$ cat src/rtl/multiword_add_seq.sv
// Wide unsigned adder built from one 8-bit ripple adder that is stepped over
// NBYTES byte lanes, LSB first, with the carry held in a register between cycles.
// Operands arrive on a valid/ready handshake; the result leaves on another.

// 8-bit ripple-carry adder used as the single arithmetic slice.
module ripple_adder (
   input  logic [7:0] a,
   input  logic [7:0] b,
   input  logic       cin,
   output logic [7:0] s,
   output logic       cout
);

   // Bit-serial carry chain across the byte.
   always_comb begin : chain
      logic c;
      c = cin;
      s = '0;
      for (int unsigned i = 0; i < 8; i++) begin
         s[i] = a[i] ^ b[i] ^ c;
         c    = (a[i] & b[i]) | (c & (a[i] ^ b[i]));
      end
      cout = c;
   end

endmodule

module multiword_add_seq #(
   parameter int unsigned NBYTES = 4
) (
   input  logic                  clk,
   input  logic                  reset_n,
   input  logic                  in_valid,
   output logic                  in_ready,
   input  logic [8*NBYTES-1:0]   a,
   input  logic [8*NBYTES-1:0]   b,
   input  logic                  cin,
   output logic                  out_valid,
   input  logic                  out_ready,
   output logic [8*NBYTES-1:0]   sum,
   output logic                  cout,
   output logic                  busy
);

   localparam int unsigned W  = 8 * NBYTES;
   localparam int unsigned IW = (NBYTES > 1) ? $clog2(NBYTES) : 1;
   localparam logic [IW-1:0] LAST = IW'(NBYTES - 1);

   typedef enum logic [1:0] {
      S_IDLE,
      S_RUN,
      S_DONE
   } state_t;

   state_t          state_q, state_d;
   logic [W-1:0]    a_sh_q, a_sh_d;
   logic [W-1:0]    b_sh_q, b_sh_d;
   logic [W-1:0]    res_q, res_d;
   logic [W-1:0]    sum_q, sum_d;
   logic [IW-1:0]   idx_q, idx_d;
   logic            carry_q, carry_d;
   logic            cout_q, cout_d;
   logic            in_ready_q, in_ready_d;
   logic            out_valid_q, out_valid_d;
   logic            busy_q, busy_d;

   logic [7:0]      add_s;
   logic            add_co;

   ripple_adder u_adder (
      .a    (a_sh_q[7:0]),
      .b    (b_sh_q[7:0]),
      .cin  (carry_q),
      .s    (add_s),
      .cout (add_co)
   );

   // Next-state, datapath and registered-output computation.
   always_comb begin
      state_d = state_q;
      a_sh_d  = a_sh_q;
      b_sh_d  = b_sh_q;
      res_d   = res_q;
      sum_d   = sum_q;
      idx_d   = idx_q;
      carry_d = carry_q;
      cout_d  = cout_q;

      case (state_q)
         S_IDLE: begin
            if (in_valid && in_ready_q) begin
               a_sh_d  = a;
               b_sh_d  = b;
               carry_d = cin;
               idx_d   = '0;
               res_d   = '0;
               state_d = S_RUN;
            end
         end
         S_RUN: begin
            // Byte write via a constant-select loop so every slice stays in range,
            // including the NBYTES==1 case where idx has a spare bit.
            for (int unsigned k = 0; k < NBYTES; k++) begin
               if (idx_q == IW'(k)) begin
                  res_d[k*8 +: 8] = add_s;
               end
            end
            carry_d = add_co;
            a_sh_d  = a_sh_q >> 8;
            b_sh_d  = b_sh_q >> 8;
            idx_d   = idx_q + 1'b1;
            if (idx_q == LAST) begin
               sum_d   = res_d;
               cout_d  = add_co;
               idx_d   = '0;
               state_d = S_DONE;
            end
         end
         S_DONE: begin
            if (out_ready) begin
               state_d = S_IDLE;
            end
         end
         default: state_d = S_IDLE;
      endcase

      in_ready_d  = (state_d == S_IDLE);
      out_valid_d = (state_d == S_DONE);
      busy_d      = (state_d != S_IDLE);
   end

   // State register with synchronous active-low reset.
   always_ff @(posedge clk) begin
      if (!reset_n) begin
         state_q     <= S_IDLE;
         a_sh_q      <= '0;
         b_sh_q      <= '0;
         res_q       <= '0;
         sum_q       <= '0;
         idx_q       <= '0;
         carry_q     <= 1'b0;
         cout_q      <= 1'b0;
         in_ready_q  <= 1'b1;
         out_valid_q <= 1'b0;
         busy_q      <= 1'b0;
      end else begin
         state_q     <= state_d;
         a_sh_q      <= a_sh_d;
         b_sh_q      <= b_sh_d;
         res_q       <= res_d;
         sum_q       <= sum_d;
         idx_q       <= idx_d;
         carry_q     <= carry_d;
         cout_q      <= cout_d;
         in_ready_q  <= in_ready_d;
         out_valid_q <= out_valid_d;
         busy_q      <= busy_d;
      end
   end

   assign in_ready  = in_ready_q;
   assign out_valid = out_valid_q;
   assign sum       = sum_q;
   assign cout      = cout_q;
   assign busy      = busy_q;

endmodule

$ cat config.mk
export PLATFORM = sky130hd
export DESIGN_NAME = multiword_add_seq
export DESIGN_NICKNAME = d
export VERILOG_FILES = /design/src/rtl/multiword_add_seq.sv
export SDC_FILE = /design/constraint.sdc
export NUM_CORES = 1
export LEC_CHECK = 0
export CAP_MARGIN = 20
export CORE_ASPECT_RATIO = 0.5
export CORE_UTILIZATION = 40
export DETAILED_ROUTE_END_ITERATION = 7
export PLACE_DENSITY = 0.69
export SETUP_SLACK_MARGIN = 0.3
export SLEW_MARGIN = 20
export SYNTH_ARGS = -nofsm -noshare
export SYNTH_HDL_FRONTEND = slang
export SYNTH_HIERARCHICAL = 1
export SYNTH_SLANG_ARGS = --single-unit
$ cat constraint.sdc
create_clock -name clk -period 3.9 [get_ports clk]
set_input_delay 0.78 -clock clk [delete_from_list [all_inputs] [get_ports clk]]
set_output_delay 0.78 -clock clk [all_outputs]
set_load 0.005 [all_outputs]
==> reports/qor.csv, run 1 <==
stage,metric,value,unit
floorplan,row cnt,30,
grt,first-pass GRT wire length,21.2,mm
setup_path,crit path max fanout,6,
yosys,Syn. warnings,6,
timing,Rel. slew slack,0.326,
floorplan,total core area,13700,sq um
run_status,status,finished clean,
floorplan,I/O pins,105,
clocking,CTS Buffer Depth,2,
setup_path,Startpoint Class,flop,
setup_path,Required @ worst endpoint,4240,ps
hold_path,Hold Startpoint,sum[30]$_SDFFE_PN0P_,
setup_path,reg2reg start,a_sh_q[0]$_SDFFE_PN0P_,
setup_path,crit path kind,reg -> reg,
yosys,"Net Count, Synth",608,
timing,TNS Setup,0,ps
power,PnR Total Power,0.00364,W
grt,GRT Total Usage,0.187,
floorplan,Chip Width,171,um
yosys,Yosys cell types,32,
timing,Max Clock Freq,269,MHz
routing,Via density,5.21,
clocking,Skew-Pair Late Insertion Delay,410,ps
cells_and_area,Finished Layout Cells,812,
cells_and_area,Layout area overhead,29.5,%
routing,1st-iter DRT viols,232,
placed_design,gpl congestion,0.744,
yosys,sequential share of the synthesized area,0.454,
yosys,syn_area_per_cell,10.8,sq um
setup_path,worst-case reg-to-reg path depth,15,
hold_path,worst hold stages,2,
timing,fin. max-slew vios,0,
routing,Via Count,4227,
clocking,# clock sinks,129,
clocking,cts bufs inserted,17,
routing,Post-DRT Antenna Nets,0,
timing,unrepaired setup endpoints after global routing,true,
power,pwr/cell area,494,nW/um^2
placed_design,port buffer count,104,
power,leakage power,2.84,nW
hold_path,WHS Endpoint,sum[30]$_SDFFE_PN0P_,
cells_and_area,fill cell count,1213,
setup_path,Reg-to-Reg End,sum[31]$_SDFFE_PN0P_,
setup_path,reg2reg setup slack,180,ps
timing,minimum clock period,3720,ps
timing,Fin Clk Skew,9.10,ps
cells_and_area,Multi-input gate area,2770,sq um
setup_path,crit end category,flop,
routing,drt pass-1 iters,5,
cells_and_area,fin nets,688,
yosys,Post-Syn Area,5690,sq um
grt,pin count of the biggest net entering global routing,60,
routing,Avg WL per Cell,16.2,um
placed_design,dpl hpwl,8.47,mm
power,maximum VDD drop,0.337,mV
timing,Worst Tran Pin Value,1010,ps
setup_path,WP data arrival,4060,ps
cells_and_area,layout cells sized above 1,0.176,
timing,setup violators final,0,
hold_path,worst hold path type,reg -> reg,
routing,DR DRC count,0,
floorplan,Vert. Die Dim,86.3,um
job,max cap viols,0,
yosys,Gate Count Post-Synth,527,
yosys,"FF+latch count, synth",129,
cells_and_area,Seq. cell area,2580,sq um
placed_design,Placed Cells,778,
clocking,clock slew at reported path FFs,60,ps
cells_and_area,Antenna Cells,0,
clocking,CTS root buffer,clkbuf_16,
grt,vias in the first global route,4074,
timing,final-report hold violation count,0,
grt,GR Overflow Total,0,
grt,initial antenna violation count,0,
floorplan,area of the die,14700,sq um
clocking,CTS tree,built,
routing,final WL,13.1,mm
clocking,Max H-tree Level,4,
timing,final worst-path cycle share,0.953,
cells_and_area,Post-Route Utilization,0.537,
floorplan,starting density of the core,0.415,
## worst max path at each step
stage	start	endpoint	slack [ps]	cells past startpoint
final	a_sh_q[0]$_SDFFE_PN0P_	sum[31]$_SDFFE_PN0P_	180	15
after global routing	a_sh_q[0]$_SDFFE_PN0P_	sum[15]$_SDFFE_PN0P_	80	14
after CTS	a_sh_q[0]$_SDFFE_PN0P_	sum[15]$_SDFFE_PN0P_	190	14
after detailed placement	a_sh_q[0]$_SDFFE_PN0P_	sum[15]$_SDFFE_PN0P_	90	14
after global placement	a_sh_q[0]$_SDFFE_PN0P_	sum[15]$_SDFFE_PN0P_	120	14
after floorplan	a_sh_q[0]$_SDFFE_PN0P_	sum[23]$_SDFFE_PN0P_	250	15
## registers in the layout, summed over array words and instances (netlist names)
name and count:
carry_q 1, b_sh_q 32, sum 32, res_q 24
cout 1, idx_q 2, a_sh_q 32, state_q 2
in_ready 1, busy 1, out_valid 1
## kinds of logic (layout without fill, tap and decap cells)
logic type               count (synthesis)  count (layout)  synth area share
multiplexers                            73              73             0.128
AO/OA/AOI/OAI                          183             183             0.270
flip-flops                             129             129             0.454
buffers and inverters                   67             160            0.0636
AND/OR/NAND/NOR                         63              63            0.0473
adder cells (fa/ha/maj)                 12              12            0.0370
## cell usage in the layout, fill, tap and decap left out, drive strengths merged
cell type,n
a211oi,73
a21o,1
a21oi,60
a22o,40
a31o,3
and2,2
and3b,1
buf,10
bufinv,2
clkbuf,24
clkdlybuf4s50,104
clkinv,6
clkinvlp,1
dfxtp,129
fa,8
ha,4
inv,13
mux2i,73
nand2,25
nand2b,3
nand3b,2
nor2,28
nor3,1
o21a,3
o21ai,1
o31ai,1
o32ai,1
or4,1
## synthesized netlist by cell type, drive strengths merged
| cell | count | area share |
|---|---|---|
| dfxtp | 129 | 0.45 |
| a211oi | 73 | 0.14 |
| mux2i | 73 | 0.13 |
| a21oi | 60 | 0.053 |
| a22o | 40 | 0.062 |
| buf | 31 | 0.039 |
| nor2 | 28 | 0.019 |
| nand2 | 25 | 0.017 |
| clkbuf | 22 | 0.015 |
| inv | 14 | 0.0092 |
| fa | 8 | 0.028 |
| ha | 4 | 0.0088 |
| a31o | 3 | 0.0046 |
| nand2b | 3 | 0.0033 |
| o21a | 3 | 0.0040 |
| and2 | 2 | 0.0022 |
| nand3b | 2 | 0.0026 |
| a21o | 1 | 0.0026 |
| and3b | 1 | 0.0015 |
| nor3 | 1 | 0.00088 |
| o21ai | 1 | 0.00088 |
| o31ai | 1 | 0.0022 |
| o32ai | 1 | 0.0015 |
| or4 | 1 | 0.0013 |
## metrics by stage
| stage | hold slack, ps | setup WS (ps) | area [sq um] |
|---|---|---|---|
| floorplan | 442 | 246 | 5710 |
| global placement | 446 | 124 | 6760 |
| detailed placement | 450 | 87.6 | 6760 |
| CTS | 458 | 193 | 7350 |
| global route | 478 | 78.9 | 7360 |
| finish | 457 | 182 | 7360 |
## repair_timing
action	CTS	global route
hold buffers	0	0
endpoints found under the setup margin	7	6
endpoints found under the hold margin	0	0
gates cloned	0	0
setup buffers	1	1
pin swaps	3	0
resized for setup	1	0
## final cells by class
| class | count | share of cell area |
|---|---|---|
| Sequential cell | 129 | 0.351 |
| Inverter | 14 | 0.00731 |
| Timing Repair Buffer | 114 | 0.153 |
| Clock inverter | 8 | 0.0141 |
| Clock buffer | 24 | 0.0654 |
| Tap cell | 192 | 0.0326 |
| Multi-Input combinational cell | 331 | 0.376 |
## per-layer routing
metal | GRT usage | vias up | wire length (um) | part of all wire
met4 | 0.0491 | 0 | 48 | 0.0037
met5 | 0 | - | 0 | 0
met2 | 0.294 | 103 | 5940 | 0.45
met3 | 0.0466 | 7 | 539 | 0.041
li1 | - | 2088 | - | -
met1 | 0.257 | 2029 | 6610 | 0.50
## power by group
group	internal (W)	leakage (nW)	switching [W]
Clock	0.000993	0.284	0.000557
Combinational	0.000284	1.50	0.000340
Sequential	0.00141	1.06	0.0000550
## critical path: stages (launching register included)
cell and delay [ps]:
dfxtp_2 330, fa_2 390, inv_2 60, fa_2 170, inv_1 50, fa_2 340
fa_2 370, fa_2 340, fa_2 340, fa_2 350, inv_2 60, fa_1 410
inv_2 130, buf_4 140, nand2_1 40, a21oi_1 140
No activity file was read; power rests on OpenSTA's default activity.
==> inputs of run 2 (changes only) <==
--- a/config.mk
+++ b/config.mk
@@ -10,7 +10,6 @@
 export CORE_UTILIZATION = 40
 export DETAILED_ROUTE_END_ITERATION = 7
 export PLACE_DENSITY = 0.69
-export SETUP_SLACK_MARGIN = 0.3
 export SLEW_MARGIN = 20
 export SYNTH_ARGS = -nofsm -noshare
 export SYNTH_HDL_FRONTEND = slang
==> run 2 against run 1 <==
Compared with the run above:
- count of clock-buffer cells in the layout shrank 6
- sequential power is essentially flat
- critical endpoint is now sum[15]$_SDFFE_PN0P_
- highest routed layer unchanged
- total power increased by 3.9%
==> reports/qor.csv, run 2 (same netlist as run 1, synthesis figures left out) <==
stage,metric,value,unit
floorplan,starting density of the core,0.415,
routing,final WL,13.4,mm
placed_design,gpl congestion,0.760,
setup_path,crit path kind,reg -> reg,
cells_and_area,"most common cell after layout, fill and taps aside",dfxtp_1,
routing,Via Count,4280,
setup_path,WP data arrival,4030,ps
setup_path,crit end category,flop,
grt,GRT Total Usage,0.191,
cells_and_area,fin area,7390,sq um
routing,Avg WL per Cell,16.6,um
clocking,Skew-Pair Late Insertion Delay,410,ps
timing,Worst Tran Pin Value,1040,ps
setup_path,crit path max fanout,5,
grt,initial antenna violation count,0,
floorplan,Vert. Die Dim,86.3,um
floorplan,total core area,13700,sq um
cells_and_area,fill cell count,1204,
grt,first-pass GRT wire length,21.8,mm
setup_path,Startpoint Class,flop,
power,maximum VDD drop,0.250,mV
timing,final-report hold violation count,0,
placed_design,pre-CTS WS,-115,ps
floorplan,row cnt,30,
routing,1st-iter DRT viols,247,
cells_and_area,most frequent cells in the layout,"128 x dfxtp_1, 104 x clkdlybuf4s50_1, 73 x mux2i_1, 59 x a21oi_1, 48 x a211oi_2",
power,PnR Total Power,0.00378,W
clocking,# clock sinks,129,
timing,final worst-path cycle share,0.952,
timing,Max Clock Freq,269,MHz
placed_design,placed cell area,6740,sq um
setup_path,cell mode on critical path,fa_2,
setup_path,CP cell instances,fa_2 > inv_2 > fa_1 > inv_1 > fa_2 > fa_2 > fa_2 > fa_2 > fa_2 > inv_1 > fa_1 > inv_2 > mux2i_1 > a211oi_1,
timing,fin. max-slew vios,0,
placed_design,port buffer count,104,
routing,Via density,5.28,
grt,GR Overflow Total,0,
timing,hold slack,460,ps
timing,unrepaired setup endpoints after global routing,false,
job,max cap viols,0,
clocking,Max H-tree Level,4,
clocking,cts bufs inserted,17,
power,leakage power,2.85,nW
grt,GR Util met3,0.0411,
routing,DR DRC count,0,
grt,vias in the first global route,4222,
setup_path,CP max stage delay,440,ps
clocking,CTS root buffer,clkbuf_16,
cells_and_area,fin nets,686,
clocking,CTS Buffer Depth,2,
floorplan,Chip Width,171,um
routing,drt pass-1 iters,4,
floorplan,area of the die,14700,sq um
timing,Fin Clk Skew,9.64,ps
cells_and_area,Antenna Cells,0,
timing,Rel. slew slack,0.310,
grt,met2 usage,0.299,
clocking,clock slew at reported path FFs,60,ps
grt,GR Util met1,0.263,
cells_and_area,Layout area overhead,29.9,%
setup_path,slowest CP cell,fa_1,
hold_path,worst hold path type,reg -> reg,
timing,minimum clock period,3710,ps
clocking,postcts setup bufs,0,
setup_path,Required @ worst endpoint,4220,ps
clocking,CTS tree,built,
power,pwr/cell area,511,nW/um^2
cells_and_area,layout cells sized above 1,0.176,
grt,Top Usage Layer GRT,met2,
run_status,status,finished clean,
timing,setup violators final,0,
floorplan,I/O pins,105,
placed_design,dpl hpwl,8.48,mm
routing,Post-DRT Antenna Nets,0,
grt,pin count of the biggest net entering global routing,68,
timing,Setup WS post-layout,189,ps
[run 2: changes by cell type in the layout (fill, tap and decap cells not counted), sizes merged]
| cell | change |
|---|---|
| clkinvlp | +2 |
| bufinv | +2 |
| clkbuf | -6 |
| buf | -2 |
| clkinv | +2 |
[run 2: where the power goes]
part / switching [W] / total (W) / internal [W]
Clock: 0.000604 / 0.00169 / 0.00108
Combinational: 0.000341 / 0.000627 / 0.000285
Sequential: 0.0000558 / 0.00146 / 0.00141
[run 2: layer usage]
layer / up-vias / part of all wire
met5: - / 0
met4: 0 / 0.015
met1: 2085 / 0.50
li1: 2088 / -
met3: 15 / 0.038
met2: 92 / 0.44
[run 2: timing repair]
item                                    4_1_cts  5_1_grt
endpoints found under the setup margin        4        7
hold buffers                                  0        0
pin swaps                                     2        3
resized for setup                             3        6
[run 2: layout make-up]
| type | count | area (sq um) | area share |
|---|---|---|---|
| tap | 192 | 240 | 0.0325 |
| sequential | 129 | 2580 | 0.350 |
| multi-input combinational | 331 | 2770 | 0.375 |
| inverter | 14 | 53.8 | 0.00728 |
| clock buffer | 18 | 439 | 0.0595 |
| clock inverter | 14 | 189 | 0.0256 |
| timing repair buffer | 112 | 1110 | 0.151 |
[run 2: critical path: cells and delay by family, from the launching register on]
family	cells	cell delay, ps
AOI/OAI and AO/OA	1	240
adders and majority gates	8	2670
DFF	1	330
buffers and inverters	4	300
muxes	1	80
[run 2: stage by stage]
step                      std cells   util  setup TNS [ps]
after floorplan                 527      -               0
after global placement          778  0.492            -140
after detailed placement        778  0.492            -358
after CTS                       810  0.538               0
after global routing            810  0.539               0
final                           810  0.539               0
[run 2: worst paths after layout]
| kind | start | cells past startpoint | slack, ps | endpoint |
|---|---|---|---|---|
| setup / recovery | a_sh_q[0]$_SDFFE_PN0P_ | 14 | 190 | sum[15]$_SDFFE_PN0P_ |
| hold / removal | sum[26]$_SDFFE_PN0P_ | 2 | 460 | sum[26]$_SDFFE_PN0P_ |
| setup reg to reg | a_sh_q[0]$_SDFFE_PN0P_ | 14 | 190 | sum[15]$_SDFFE_PN0P_ |
| hold reg to reg | sum[26]$_SDFFE_PN0P_ | 2 | 460 | sum[26]$_SDFFE_PN0P_ |
